<file path="src/rtl/sdram_pattern_tester_if.sv">
// Request/acknowledge bus between the pattern tester and the SDRAM controller request port.
// The tester is the master: it issues strobes, and the controller answers with ack and read data.
interface sdram_pattern_tester_if #(
    parameter int unsigned ADDR_BITS = 24,
    parameter int unsigned DATA_BITS = 16
);
    logic                 mem_req;
    logic                 mem_we;
    logic [ADDR_BITS-1:0] mem_addr;
    logic [DATA_BITS-1:0] mem_wdata;
    logic [1:0]           mem_ds;
    logic                 mem_ack;
    logic [DATA_BITS-1:0] mem_rdata;

    modport master (
        output mem_req, mem_we, mem_addr, mem_wdata, mem_ds,
        input  mem_ack, mem_rdata
    );

    modport slave (
        input  mem_req, mem_we, mem_addr, mem_wdata, mem_ds,
        output mem_ack, mem_rdata
    );
endinterface

</file>
<file path="src/rtl/sdram_pattern_tester.sv">
// SDRAM self-test engine: writes a pattern across a word window, reads it back and compares,
// reporting pass/fail, error count, completed passes and details of the first mismatch.
module sdram_pattern_tester #(
    parameter int unsigned ADDR_BITS      = 24,
    parameter int unsigned DATA_BITS      = 16,
    parameter int unsigned DEPTH_BITS     = 8,
    parameter int unsigned BASE_ADDR      = 0,
    parameter int unsigned TIMEOUT_CYCLES = 1023,
    parameter logic [31:0] LFSR_SEED      = 32'hACE1
) (
    input  logic                   clk,
    input  logic                   reset,
    input  logic                   start,
    input  logic [1:0]             mode,
    input  logic                   loop_en,
    sdram_pattern_tester_if.master mem_bus,
    output logic                   busy,
    output logic                   done,
    output logic                   pass,
    output logic                   timeout,
    output logic [15:0]            err_count,
    output logic [15:0]            pass_count,
    output logic [ADDR_BITS-1:0]   first_err_addr,
    output logic [DATA_BITS-1:0]   first_err_exp,
    output logic [DATA_BITS-1:0]   first_err_got
);
    localparam int unsigned TW = $clog2(TIMEOUT_CYCLES + 2);

    typedef enum logic [2:0] {
        StIdle, StWrReq, StWrWait, StRdReq, StRdWait, StPassEnd, StDone
    } state_e;

    state_e                state_q, state_d;
    logic [1:0]            mode_q, mode_d;
    logic [DEPTH_BITS-1:0] idx_q, idx_d;
    logic [31:0]           lfsr_q, lfsr_d;
    logic [DATA_BITS-1:0]  walk_q, walk_d;
    logic [TW-1:0]         wait_q, wait_d;
    logic                  timeout_q, timeout_d;
    logic                  pass_q, pass_d;
    logic [15:0]           err_q, err_d;
    logic [15:0]           pcnt_q, pcnt_d;
    logic [ADDR_BITS-1:0]  fe_addr_q, fe_addr_d;
    logic [DATA_BITS-1:0]  fe_exp_q, fe_exp_d;
    logic [DATA_BITS-1:0]  fe_got_q, fe_got_d;

    logic [DATA_BITS-1:0]  pattern;
    logic [31:0]           lfsr_next;
    logic [DATA_BITS-1:0]  walk_next;
    logic [ADDR_BITS-1:0]  word_addr;
    logic                  idx_last;
    logic                  in_wr;
    logic                  in_bus;

    // Galois form of x^32+x^22+x^2+x+1, shifting right
    assign lfsr_next = {1'b0, lfsr_q[31:1]} ^ (lfsr_q[0] ? 32'h8020_0003 : 32'h0);
    assign walk_next = (walk_q << 1) | (walk_q >> (DATA_BITS - 1));
    assign idx_last  = (idx_q == {DEPTH_BITS{1'b1}});
    assign word_addr = ADDR_BITS'(BASE_ADDR) + ADDR_BITS'(idx_q);

    always_comb begin
        case (mode_q)
            2'd0:    pattern = DATA_BITS'(idx_q);
            2'd1:    pattern = ~DATA_BITS'(idx_q);
            2'd2:    pattern = walk_q;
            default: pattern = lfsr_q[DATA_BITS-1:0];
        endcase
    end

    always_comb begin
        state_d   = state_q;
        mode_d    = mode_q;
        idx_d     = idx_q;
        lfsr_d    = lfsr_q;
        walk_d    = walk_q;
        wait_d    = wait_q;
        timeout_d = timeout_q;
        pass_d    = pass_q;
        err_d     = err_q;
        pcnt_d    = pcnt_q;
        fe_addr_d = fe_addr_q;
        fe_exp_d  = fe_exp_q;
        fe_got_d  = fe_got_q;

        case (state_q)
            StIdle, StDone: begin
                if (start) begin
                    state_d   = StWrReq;
                    mode_d    = mode;
                    idx_d     = '0;
                    timeout_d = 1'b0;
                    pass_d    = 1'b0;
                    err_d     = '0;
                    pcnt_d    = '0;
                    fe_addr_d = '0;
                    fe_exp_d  = '0;
                    fe_got_d  = '0;
                end
            end
            StWrReq: begin
                state_d = StWrWait;
                wait_d  = '0;
            end
            StRdReq: begin
                state_d = StRdWait;
                wait_d  = '0;
            end
            StWrWait, StRdWait: begin
                // An ack in the same cycle as the timeout limit still completes the word
                if (mem_bus.mem_ack) begin
                    lfsr_d = lfsr_next;
                    walk_d = walk_next;
                    if (state_q == StRdWait && mem_bus.mem_rdata != pattern) begin
                        if (err_q == '0) begin
                            fe_addr_d = word_addr;
                            fe_exp_d  = pattern;
                            fe_got_d  = mem_bus.mem_rdata;
                        end
                        if (err_q != 16'hFFFF) err_d = err_q + 16'd1;
                    end
                    if (idx_last) begin
                        state_d = (state_q == StWrWait) ? StRdReq : StPassEnd;
                        idx_d   = '0;
                    end else begin
                        state_d = (state_q == StWrWait) ? StWrReq : StRdReq;
                        idx_d   = idx_q + DEPTH_BITS'(1);
                    end
                end else if (wait_q == TW'(TIMEOUT_CYCLES)) begin
                    state_d   = StDone;
                    timeout_d = 1'b1;
                    pass_d    = 1'b0;
                end else begin
                    wait_d = wait_q + TW'(1);
                end
            end
            StPassEnd: begin
                pcnt_d = pcnt_q + 16'd1;
                if (loop_en) begin
                    state_d = StWrReq;
                    idx_d   = '0;
                end else begin
                    state_d = StDone;
                    pass_d  = (err_q == '0);
                end
            end
            default: state_d = StIdle;
        endcase

        // Each phase restarts the generators so the read phase regenerates the written words
        if ((state_d == StWrReq || state_d == StRdReq) && idx_d == '0 && state_d != state_q) begin
            lfsr_d = LFSR_SEED;
            walk_d = DATA_BITS'(1);
        end
    end

    always_ff @(posedge clk) begin
        if (reset) begin
            state_q   <= StIdle;
            mode_q    <= '0;
            idx_q     <= '0;
            lfsr_q    <= '0;
            walk_q    <= '0;
            wait_q    <= '0;
            timeout_q <= 1'b0;
            pass_q    <= 1'b0;
            err_q     <= '0;
            pcnt_q    <= '0;
            fe_addr_q <= '0;
            fe_exp_q  <= '0;
            fe_got_q  <= '0;
        end else begin
            state_q   <= state_d;
            mode_q    <= mode_d;
            idx_q     <= idx_d;
            lfsr_q    <= lfsr_d;
            walk_q    <= walk_d;
            wait_q    <= wait_d;
            timeout_q <= timeout_d;
            pass_q    <= pass_d;
            err_q     <= err_d;
            pcnt_q    <= pcnt_d;
            fe_addr_q <= fe_addr_d;
            fe_exp_q  <= fe_exp_d;
            fe_got_q  <= fe_got_d;
        end
    end

    assign in_wr  = (state_q == StWrReq) || (state_q == StWrWait);
    assign in_bus = in_wr || (state_q == StRdReq) || (state_q == StRdWait);

    assign mem_bus.mem_req   = (state_q == StWrReq) || (state_q == StRdReq);
    assign mem_bus.mem_we    = in_wr;
    assign mem_bus.mem_addr  = in_bus ? word_addr : '0;
    assign mem_bus.mem_wdata = in_wr ? pattern : '0;
    assign mem_bus.mem_ds    = 2'b11;

    assign busy           = (state_q != StIdle) && (state_q != StDone);
    assign done           = (state_q == StDone);
    assign pass           = pass_q;
    assign timeout        = timeout_q;
    assign err_count      = err_q;
    assign pass_count     = pcnt_q;
    assign first_err_addr = fe_addr_q;
    assign first_err_exp  = fe_exp_q;
    assign first_err_got  = fe_got_q;
endmodule

</file>
<file path="src/flat_wrapper.sv">
// flat-port wrapper written by rule: the top's interface ports become plain ports
module sdram_pattern_tester_flat 
#(
    parameter int unsigned ADDR_BITS      = 24,
    parameter int unsigned DATA_BITS      = 16,
    parameter int unsigned DEPTH_BITS     = 8,
    parameter int unsigned BASE_ADDR      = 0,
    parameter int unsigned TIMEOUT_CYCLES = 1023,
    parameter logic [31:0] LFSR_SEED      = 32'hACE1
)
  (clk, reset, start, mode, loop_en, busy, done, pass, timeout, err_count, pass_count, first_err_addr, first_err_exp, first_err_got, mem_bus_mem_req, mem_bus_mem_we, mem_bus_mem_addr, mem_bus_mem_wdata, mem_bus_mem_ds, mem_bus_mem_ack, mem_bus_mem_rdata);
  sdram_pattern_tester_if #(.ADDR_BITS(ADDR_BITS), .DATA_BITS(DATA_BITS)) mem_bus_i ();
  input  logic clk;
  input  logic reset;
  input  logic start;
  input  logic [1:0] mode;
  input  logic loop_en;
  output logic busy;
  output logic done;
  output logic pass;
  output logic timeout;
  output logic [15:0] err_count;
  output logic [15:0] pass_count;
  output logic [ADDR_BITS-1:0] first_err_addr;
  output logic [DATA_BITS-1:0] first_err_exp;
  output logic [DATA_BITS-1:0] first_err_got;
  output wire logic [$bits(mem_bus_i.mem_req)-1:0] mem_bus_mem_req;
  output wire logic [$bits(mem_bus_i.mem_we)-1:0] mem_bus_mem_we;
  output wire logic [$bits(mem_bus_i.mem_addr)-1:0] mem_bus_mem_addr;
  output wire logic [$bits(mem_bus_i.mem_wdata)-1:0] mem_bus_mem_wdata;
  output wire logic [$bits(mem_bus_i.mem_ds)-1:0] mem_bus_mem_ds;
  input wire logic [$bits(mem_bus_i.mem_ack)-1:0] mem_bus_mem_ack;
  input wire logic [$bits(mem_bus_i.mem_rdata)-1:0] mem_bus_mem_rdata;
  assign mem_bus_mem_req = mem_bus_i.mem_req;
  assign mem_bus_mem_we = mem_bus_i.mem_we;
  assign mem_bus_mem_addr = mem_bus_i.mem_addr;
  assign mem_bus_mem_wdata = mem_bus_i.mem_wdata;
  assign mem_bus_mem_ds = mem_bus_i.mem_ds;
  assign mem_bus_i.mem_ack = mem_bus_mem_ack;
  assign mem_bus_i.mem_rdata = mem_bus_mem_rdata;
  sdram_pattern_tester #(.ADDR_BITS(ADDR_BITS), .DATA_BITS(DATA_BITS), .DEPTH_BITS(DEPTH_BITS), .BASE_ADDR(BASE_ADDR), .TIMEOUT_CYCLES(TIMEOUT_CYCLES), .LFSR_SEED(LFSR_SEED)) u_core (.clk(clk), .reset(reset), .start(start), .mode(mode), .loop_en(loop_en), .mem_bus(mem_bus_i), .busy(busy), .done(done), .pass(pass), .timeout(timeout), .err_count(err_count), .pass_count(pass_count), .first_err_addr(first_err_addr), .first_err_exp(first_err_exp), .first_err_got(first_err_got));
endmodule
</file>
<file path="config.mk">
export PLATFORM = sky130hd
export DESIGN_NAME = sdram_pattern_tester_flat
export DESIGN_NICKNAME = d
export VERILOG_FILES = /design/src/rtl/sdram_pattern_tester_if.sv /design/src/rtl/sdram_pattern_tester.sv /design/src/flat_wrapper.sv
export SDC_FILE = /design/constraint.sdc
export NUM_CORES = 1
export LEC_CHECK = 0
export CORE_ASPECT_RATIO = 0.7
export CORE_MARGIN = 2
export CORE_UTILIZATION = 30
export DETAILED_ROUTE_END_ITERATION = 12
export PLACE_DENSITY_LB_ADDON = 0.12
export SYNTH_ARGS = -nofsm -noshare
export SYNTH_HDL_FRONTEND = slang
export SYNTH_SLANG_ARGS = --single-unit
</file>
<file path="constraint.sdc">
create_clock -name clk -period 4.95 [get_ports clk]
set_input_delay 0.495 -clock clk [delete_from_list [all_inputs] [get_ports clk]]
set_output_delay 0.495 -clock clk [all_outputs]
set_load 0.05 [all_outputs]
</file>
==> results of run 1 <==
where the power goes:
part           leakage (nW)  total, mW  internal (mW)  switching, mW
Clock                 0.314       1.48          0.916          0.564
Combinational          1.79      0.535          0.143          0.392
Sequential             1.18       1.23           1.20         0.0306
state kept, by name, summed over array words and instances (netlist names):
register and flops:
u_core.pass 1, u_core.first_err_addr 8, u_core.pass_count 16, u_core.timeout 1, u_core.wait_q 11, u_core.mode_q 2, u_core.first_err_got 16, u_core.first_err_exp 16
u_core.idx_q 8, u_core.state_q 3, u_core.lfsr_q 32, u_core.err_count 16, u_core.walk_q 16
placed cells by master, fill, tap and decap left out, drive strengths merged, types with 10 or more instances in the layout:
master         instances
a31oi                 14
clkdlybuf4s50        123
or4                   20
buf                   19
mux2                  11
and2                  11
nor3                  15
conb                  34
nand2b                10
clkbuf                18
xnor2                 17
or3                   10
o21ai                 53
nand4                 35
a21oi                103
nand3                 26
nor2                  76
nand2                143
inv                   23
xor2                  19
mux2i                 15
dfxtp                146
synthesized netlist by cell type, drive strengths merged, types with 17 or more instances:
library cell / instances / area, um^2
a21oi: 103 / 515
buf: 61 / 439
clkbuf: 45 / 169
dfxtp: 146 / 2920
inv: 19 / 71.3
nand2: 143 / 539
nand3: 26 / 130
nand4: 35 / 219
nor2: 76 / 285
o21ai: 53 / 265
or4: 20 / 150
xnor2: 17 / 156
xor2: 19 / 166
critical path, cell delays in order, from the launching register on:
cell and delay (ps):
dfxtp_1 460, buf_4 410, mux2_2 420, mux2i_1 370, nor2_1 140, clkdlybuf4s50_1 750
area by class of cell:
class                      count  area, um^2
fill                        2621       15200
multi-input combinational    726        4170
sequential                   146        2920
timing repair buffer         142        1370
clock buffer                  18         439
tap                          325         407
clock inverter                14         225
inverter                      20        75.1
metrics by stage:
step / hold WS [ps] / cell area [um^2] / util / instances
finish: 445 / 9610 / 0.388 / 1391
detailed placement: 445 / 8950 / 0.361 / 1359
global route: 452 / 9610 / 0.388 / 1391
global placement: 442 / 8950 / 0.361 / 1359
CTS: 445 / 9610 / 0.388 / 1391
floorplan: 432 / 7750 / - / 998
final timing paths:
path / end / cells past startpoint
worst min register to register: u_core.lfsr_q[23] / 2
worst max register to register: u_core.first_err_exp[13] / 8
worst min-delay path: u_core.lfsr_q[23] / 2
worst max-delay path: mem_bus_mem_wdata[6] / 5
routing by layer:
layer,GRT usage,part of all wire,up-vias
met2,0.248,0.39,195
li1,-,-,3532
met1,0.293,0.54,3438
met4,0.0427,0.0086,0
met3,0.0411,0.053,16
met5,0,0,-
kinds of logic (layout without fill, tap and decap cells):
kind of cell,count (synthesis),in the layout,synth area share
AO/OA/AOI/OAI,235,235,0.183
XOR/XNOR,36,36,0.0423
other,2,34,0.000984
AND/OR/NAND/NOR,389,389,0.251
adder cells (fa/ha/maj),6,6,0.00983
flip-flops,146,146,0.383
buffers and inverters,126,194,0.0895
multiplexers,26,26,0.0406
==> results.ini, run 1 <==
[floorplan]
die_area_um2=26800
die_w_um=195
core_area_um2=24800
boundaryPins=159
initial_core_util=0.308
die_h_um=137
rows=48

[power_and_ir_drop]
power_leakage_nw=3.29
power_density_nw_per_um2=338
vdd_drop_max_mv=0.253
power.total_mw=3.25

[clocking]
cts_resized=0
cts.clk_slew.worst_paths_ps=60
cts_max_level=4
cts.sinks=146
post_cts_buffers=0
cts_tree=done
cts_hold_buffers=0
clock_path_buffers=2
cts_root_buf=clkbuf_16
cts_made_buffers=17
clock_latency_ps=430

[drt]
dr.pass1.iters=5
ant_nets=0
wl_per_cell_um=18.1
drc=0
vias_per_cell=5.16
vias=7181
routed_wl_mm=25.2
drt_iter0_drc=546

[sta]
max_slew_margin=0.169
period_share=0.706
grt_setup_unrepaired=false
fin_tns_setup_ps=0
tightest_slew_ps=1240
slew_violations=0
timing.final.ws_setup_ps=1460
clock.fmax_mhz=286
setup_violations=0
hold_viol=0
skew_ps=9.84
layout_min_cycle_time_ps=3490

[layout]
fin_nets=1082
num_antenna_cells=0
area_growth_pct=25.9
drive_above_1_share=0.0694

[job]
drv_cap=0

[synthesis]
avgSynthCellArea_um2=7.90
synth_edf_count=0
yosysSeqAreaShare=0.383
ys_warn_count=0
ys_ff_latch=146
postSynthCellCount=966
synthArstFlopShare=0
yosysUniqueCellTypes=70
synth_area_um2=7630
ys.flop_type=dfxtp_1

[worst_setup_path]
reg2reg_slack_ps=1660
critPathMaxFanout=30
cp-start-kind=register
rr_startpoint=u_core.mode_q[0]
end_kind=output port
worstPathRequired_ps=4450
worstPathArrival_ps=3000
path_class=reg -> out
crit_start=u_core.mode_q[0]

[run_status]
status=finished clean

[global_route]
antenna_found_initial=0
grt_util_all_layers=0.186
grt_first_pass_wirelength_mm=38.3
grt_pass1_vias=6351
grt_max_degree=76
gr-total-overflow=0

[placed_design]
hpwlAfterDp_mm=17.7
post-place-ws_ps=1600
gp_congestion=0.811
io_buffers=124

[hold_path]
hold_path_class=reg -> reg
min-delay-start=u_core.lfsr_q[24]

Note: power is estimated with default switching activity, not from simulation.
==> inputs of run 2 (changes only) <==
==> constraint.sdc (replaced) <==
create_clock -name clk -period 3.6 [get_ports clk]
set_input_delay 0.36 -clock clk [delete_from_list [all_inputs] [get_ports clk]]
set_output_delay 0.36 -clock clk [all_outputs]
set_load 0.05 [all_outputs]
==> run 2 against run 1 <==
Sequential share of layout area decreased by 0.42 points. Largest power group unchanged. Critical path type unchanged. First-iteration DRC count increased by 12%. Power increased by 39%.
==> results.ini, run 2 (synthesized netlist as in run 1, its figures left out) <==
[sta]
setup_violations=0
tightest_slew_ps=1230
fin_tns_setup_ps=0
slew_violations=0
skew_ps=11.8
grt_setup_unrepaired=false
period_share=0.914
hold_viol=0
max_slew_margin=0.178
clock.fmax_mhz=304
hold_ws_ps=374
layout_min_cycle_time_ps=3290

[worst_setup_path]
worstPathArrival_ps=2930
path_class=reg -> out
end_kind=output port
worstPathRequired_ps=3240
critPathMaxFanout=17
cp-start-kind=register

[drt]
drt_iter0_drc=612
routed_wl_mm=25.0
ant_nets=0
vias_per_cell=5.09
drc=0
wl_per_cell_um=17.8
vias=7139
dr.pass1.iters=7

[clocking]
cts.clk_slew.worst_paths_ps=60
cts_resized=0
post_cts_buffers=0
clock_path_buffers=2
cts_max_level=4
cts_made_buffers=17
cts_root_buf=clkbuf_16
cts_hold_buffers=0
cts_tree=done
clock_latency_ps=440
cts.sinks=146

[floorplan]
die_h_um=137
boundaryPins=159
core_area_um2=24800
die_w_um=195
initial_core_util=0.308
die_area_um2=26800
rows=48

[global_route]
grt_first_pass_wirelength_mm=38.9
grt_max_degree=61
grt_pass1_vias=6452
gr-total-overflow=0
antenna_found_initial=0
grt_util_all_layers=0.188

[layout]
num_antenna_cells=0
fillers=2535
drive_above_1_share=0.0798
final_common_cell=dfxtp_1
fin_nets=1094
top_register=u_core.lfsr_q
final_cell_mix=dfxtp_1 (146), nand2_1 (142), clkdlybuf4s50_1 (123)
seq_area_um2=2920
largest_reg_flops=32
multiInputGateArea_um2=4170
area_growth_pct=27.7

[power_and_ir_drop]
power_density_nw_per_um2=464
vdd_drop_max_mv=0.338
power_leakage_nw=3.37
power.total_mw=4.52

[hold_path]
hold_path_class=in -> reg

[run_status]
status=finished clean

[placed_design]
gp_congestion=0.838
io_buffers=124
hpwlAfterDp_mm=18.0

[job]
drv_cap=0

run 2: cell count changes in the layout (fill, tap and decap cells not counted), moves of 2 or more:
cell,change
inv_6,-4
buf_12,+2
buf_4,+10
clkinv_2,+2
run 2: final timing paths:
kind	start	end	slack, ps	cells after the start
worst max register to register	u_core.state_q[2]	u_core.first_err_addr[1]	540	8
worst min-delay path	reset	u_core.pass_count[1]	370	3
worst max-delay path	u_core.state_q[1]	mem_bus_mem_wdata[3]	310	4
worst min register to register	u_core.lfsr_q[21]	u_core.lfsr_q[20]	450	2
run 2: routing by layer:
layer | GRT usage | part of all wire | up-vias
li1 | - | - | 3560
met1 | 0.292 | 0.54 | 3376
met2 | 0.256 | 0.39 | 189
met3 | 0.0438 | 0.057 | 14
met4 | 0.0440 | 0.0084 | 0
met5 | 0 | 0 | -
run 2: final cells by class:
class	count	share of cell area
repair buffers	154	0.153
well taps	325	0.0417
inverters	20	0.00770
multi-input cells	726	0.428
flip-flops and latches	146	0.300
clock inverters	13	0.0237
clock buffers	19	0.0465
run 2: power by group:
part | total [mW] | switching (mW) | internal (mW)
Clock | 2.09 | 0.749 | 1.34
Sequential | 1.69 | 0.0400 | 1.65
Combinational | 0.745 | 0.535 | 0.210
run 2: critical path: stages (launching register included):
cell             delay, ps
dfxtp_1                610
nand2_1                150
a21o_1                 440
nor2_1                 400
clkdlybuf4s50_1        880
run 2: per-stage QoR:
step	utilization	cells	worst slack, ps	instance area, um^2
final	0.393	1403	310	9750
after global placement	0.365	1371	560	9060
after global routing	0.393	1403	210	9750
after CTS	0.393	1403	344	9750
after floorplan	-	998	1080	7750
after detailed placement	0.365	1371	427	9060
==> inputs of run 3 (changes only) <==
--- a/config.mk
+++ b/config.mk
@@ -9,6 +9,7 @@
 export CORE_MARGIN = 2
 export CORE_UTILIZATION = 30
 export DETAILED_ROUTE_END_ITERATION = 12
+export GPL_TIMING_DRIVEN = 0
 export PLACE_DENSITY_LB_ADDON = 0.12
 export SYNTH_ARGS = -nofsm -noshare
 export SYNTH_HDL_FRONTEND = slang
==> run 3 against run 2 <==
First-iteration DRC count up 6.4%. Core utilization up 1.1 points. Setup slack worse by 110 ps. Final cell count up 5.3%. Sequential power about the same. Register-to-register slack worse by 210 ps. Wire length up 9.5%. Design area up 2.9%. Global-route usage up 1.4 points. Critical path type unchanged. Critical path depth up 2.
==> results.ini, run 3 (synthesized netlist as in run 1, its figures left out) <==
[layout]
finalNonFillerCells=1478
largest_reg_flops=32
num_antenna_cells=0
area_growth_pct=31.4
drive_above_1_share=0.0980
final_common_cell=dfxtp_1
final_cell_mix=dfxtp_1 (146), nand2_1 (142), clkdlybuf4s50_1 (117)
top_register=u_core.lfsr_q
stdcell_area_um2=10000
fin_nets=1169

[global_route]
grt_use_met2=0.272
gr-total-overflow=0
grt_first_pass_wirelength_mm=40.8
grt-busiest-layer=met1
antenna_found_initial=0
use_met1=0.316
use_met3=0.0431
grt_pass1_vias=6632
grt_max_degree=17
grt_util_all_layers=0.203

[clocking]
cts.sinks=146
cts_tree=done
cts_resized=7
clock_latency_ps=440
post_cts_buffers=0
cts_hold_buffers=0
clock_path_buffers=2
cts_max_level=4
cts_made_buffers=17
cts.clk_slew.worst_paths_ps=60
cts_root_buf=clkbuf_16

[power_and_ir_drop]
power_leakage_nw=3.61
vdd_drop_max_mv=0.369
power_density_nw_per_um2=443

[sta]
period_share=0.945
max_slew_margin=0.323
layout_min_cycle_time_ps=3400
tightest_slew_ps=1000
slew_violations=0
fin_tns_setup_ps=0
hold_viol=0
grt_setup_unrepaired=false
hold_ws_ps=345
setup_violations=0
skew_ps=13.3
clock.fmax_mhz=294

[worst_setup_path]
rr_startpoint=u_core.idx_q[1]
reg2reg_slack_ps=330
r2r_end=u_core.walk_q[11]
rr_worst_depth=9
crit_path_cell_trace=clkbuf_1 -> clkbuf_2 -> nor2_1 -> xnor2_2 -> and2_1 -> clkdlybuf4s50_1
critPathMaxFanout=10
cp-start-kind=register
path_class=reg -> out
crit_start=u_core.state_q[0]
end_kind=output port
worstPathArrival_ps=3040
worstPathRequired_ps=3240
worst_path_largest_cell_delay_ps=830
cp_slowest_cell=clkdlybuf4s50_1

[run_status]
status=finished clean

[floorplan]
core_area_um2=24800
boundaryPins=159
die_area_um2=26800
die_h_um=137
rows=48
initial_core_util=0.308
die_w_um=195

[placed_design]
hpwlAfterDp_mm=20.8
place_inst=1446
placed_area_um2=9390
gp_congestion=0.837
io_buffers=123

[drt]
wl_per_cell_um=18.5
vias_per_cell=5.12
vias=7560
dr.pass1.iters=5
drc=0
ant_nets=0
drt_iter0_drc=651
routed_wl_mm=27.3

[job]
drv_cap=0

[hold_path]
hold_path_class=in -> reg
min_to=u_core.state_q[1]
hold_path_depth=4
min-delay-start=start

[run 3: cell types whose count changed in the layout (fill, tap and decap cells not counted), moves of 3 or more]
cell,delta
buf_4,+7
buf_6,+8
buf_1,+3
clkbuf_1,+43
clkbuf_2,+3
buf_2,+14
clkdlybuf4s50_1,-6
dlygate4sd2_1,+5
[run 3: layout make-up]
| class | instances | area (um^2) |
|---|---|---|
| multi-input cells | 726 | 4160 |
| well taps | 325 | 407 |
| plain buffers | 106 | 612 |
| clock inverters | 14 | 203 |
| clock buffers | 18 | 429 |
| flip-flops and latches | 146 | 2920 |
| fillers | 2573 | 14800 |
| inverters | 20 | 75.1 |
| repair buffers | 123 | 1230 |
[run 3: power by group]
group	total [mW]	switching, mW	internal [mW]
Combinational	0.803	0.574	0.228
Clock	1.96	0.790	1.17
Sequential	1.68	0.0313	1.65
Total	4.45	1.40	3.05
[run 3: routing by layer]
metal,up-vias,part of all wire
li1,3697,-
met1,3605,0.54
met2,229,0.39
met3,29,0.060
met4,0,0.012
met5,-,0
[run 3: how the worst max path moves through the flow]
stage	endpoint	cells after the start
6_report	mem_bus_mem_addr[5]	6
5_1_grt	mem_bus_mem_wdata[13]	8
4_1_cts	mem_bus_mem_wdata[13]	6
3_5_place_dp	mem_bus_mem_wdata[10]	8
3_3_place_gp	mem_bus_mem_wdata[10]	8
2_1_floorplan	u_core.err_count[10]	9
[run 3: per-stage QoR]
step | power, mW | worst slack [ps] | util
floorplan | 2.25 | 1080 | -
global route | 4.61 | 1.12 | 0.404
finish | 4.45 | 198 | 0.404
global placement | 2.51 | 276 | 0.379
CTS | 4.47 | 22.7 | 0.404
detailed placement | 2.51 | 298 | 0.379
[run 3: worst max-delay path, delay by kind of cell (launching register included)]
family	cells	cell delay (ps)
DFF	1	320
and+or+nand+nor	2	330
buffers and inverters	3	1610
xor gates and xnor gates	1	340
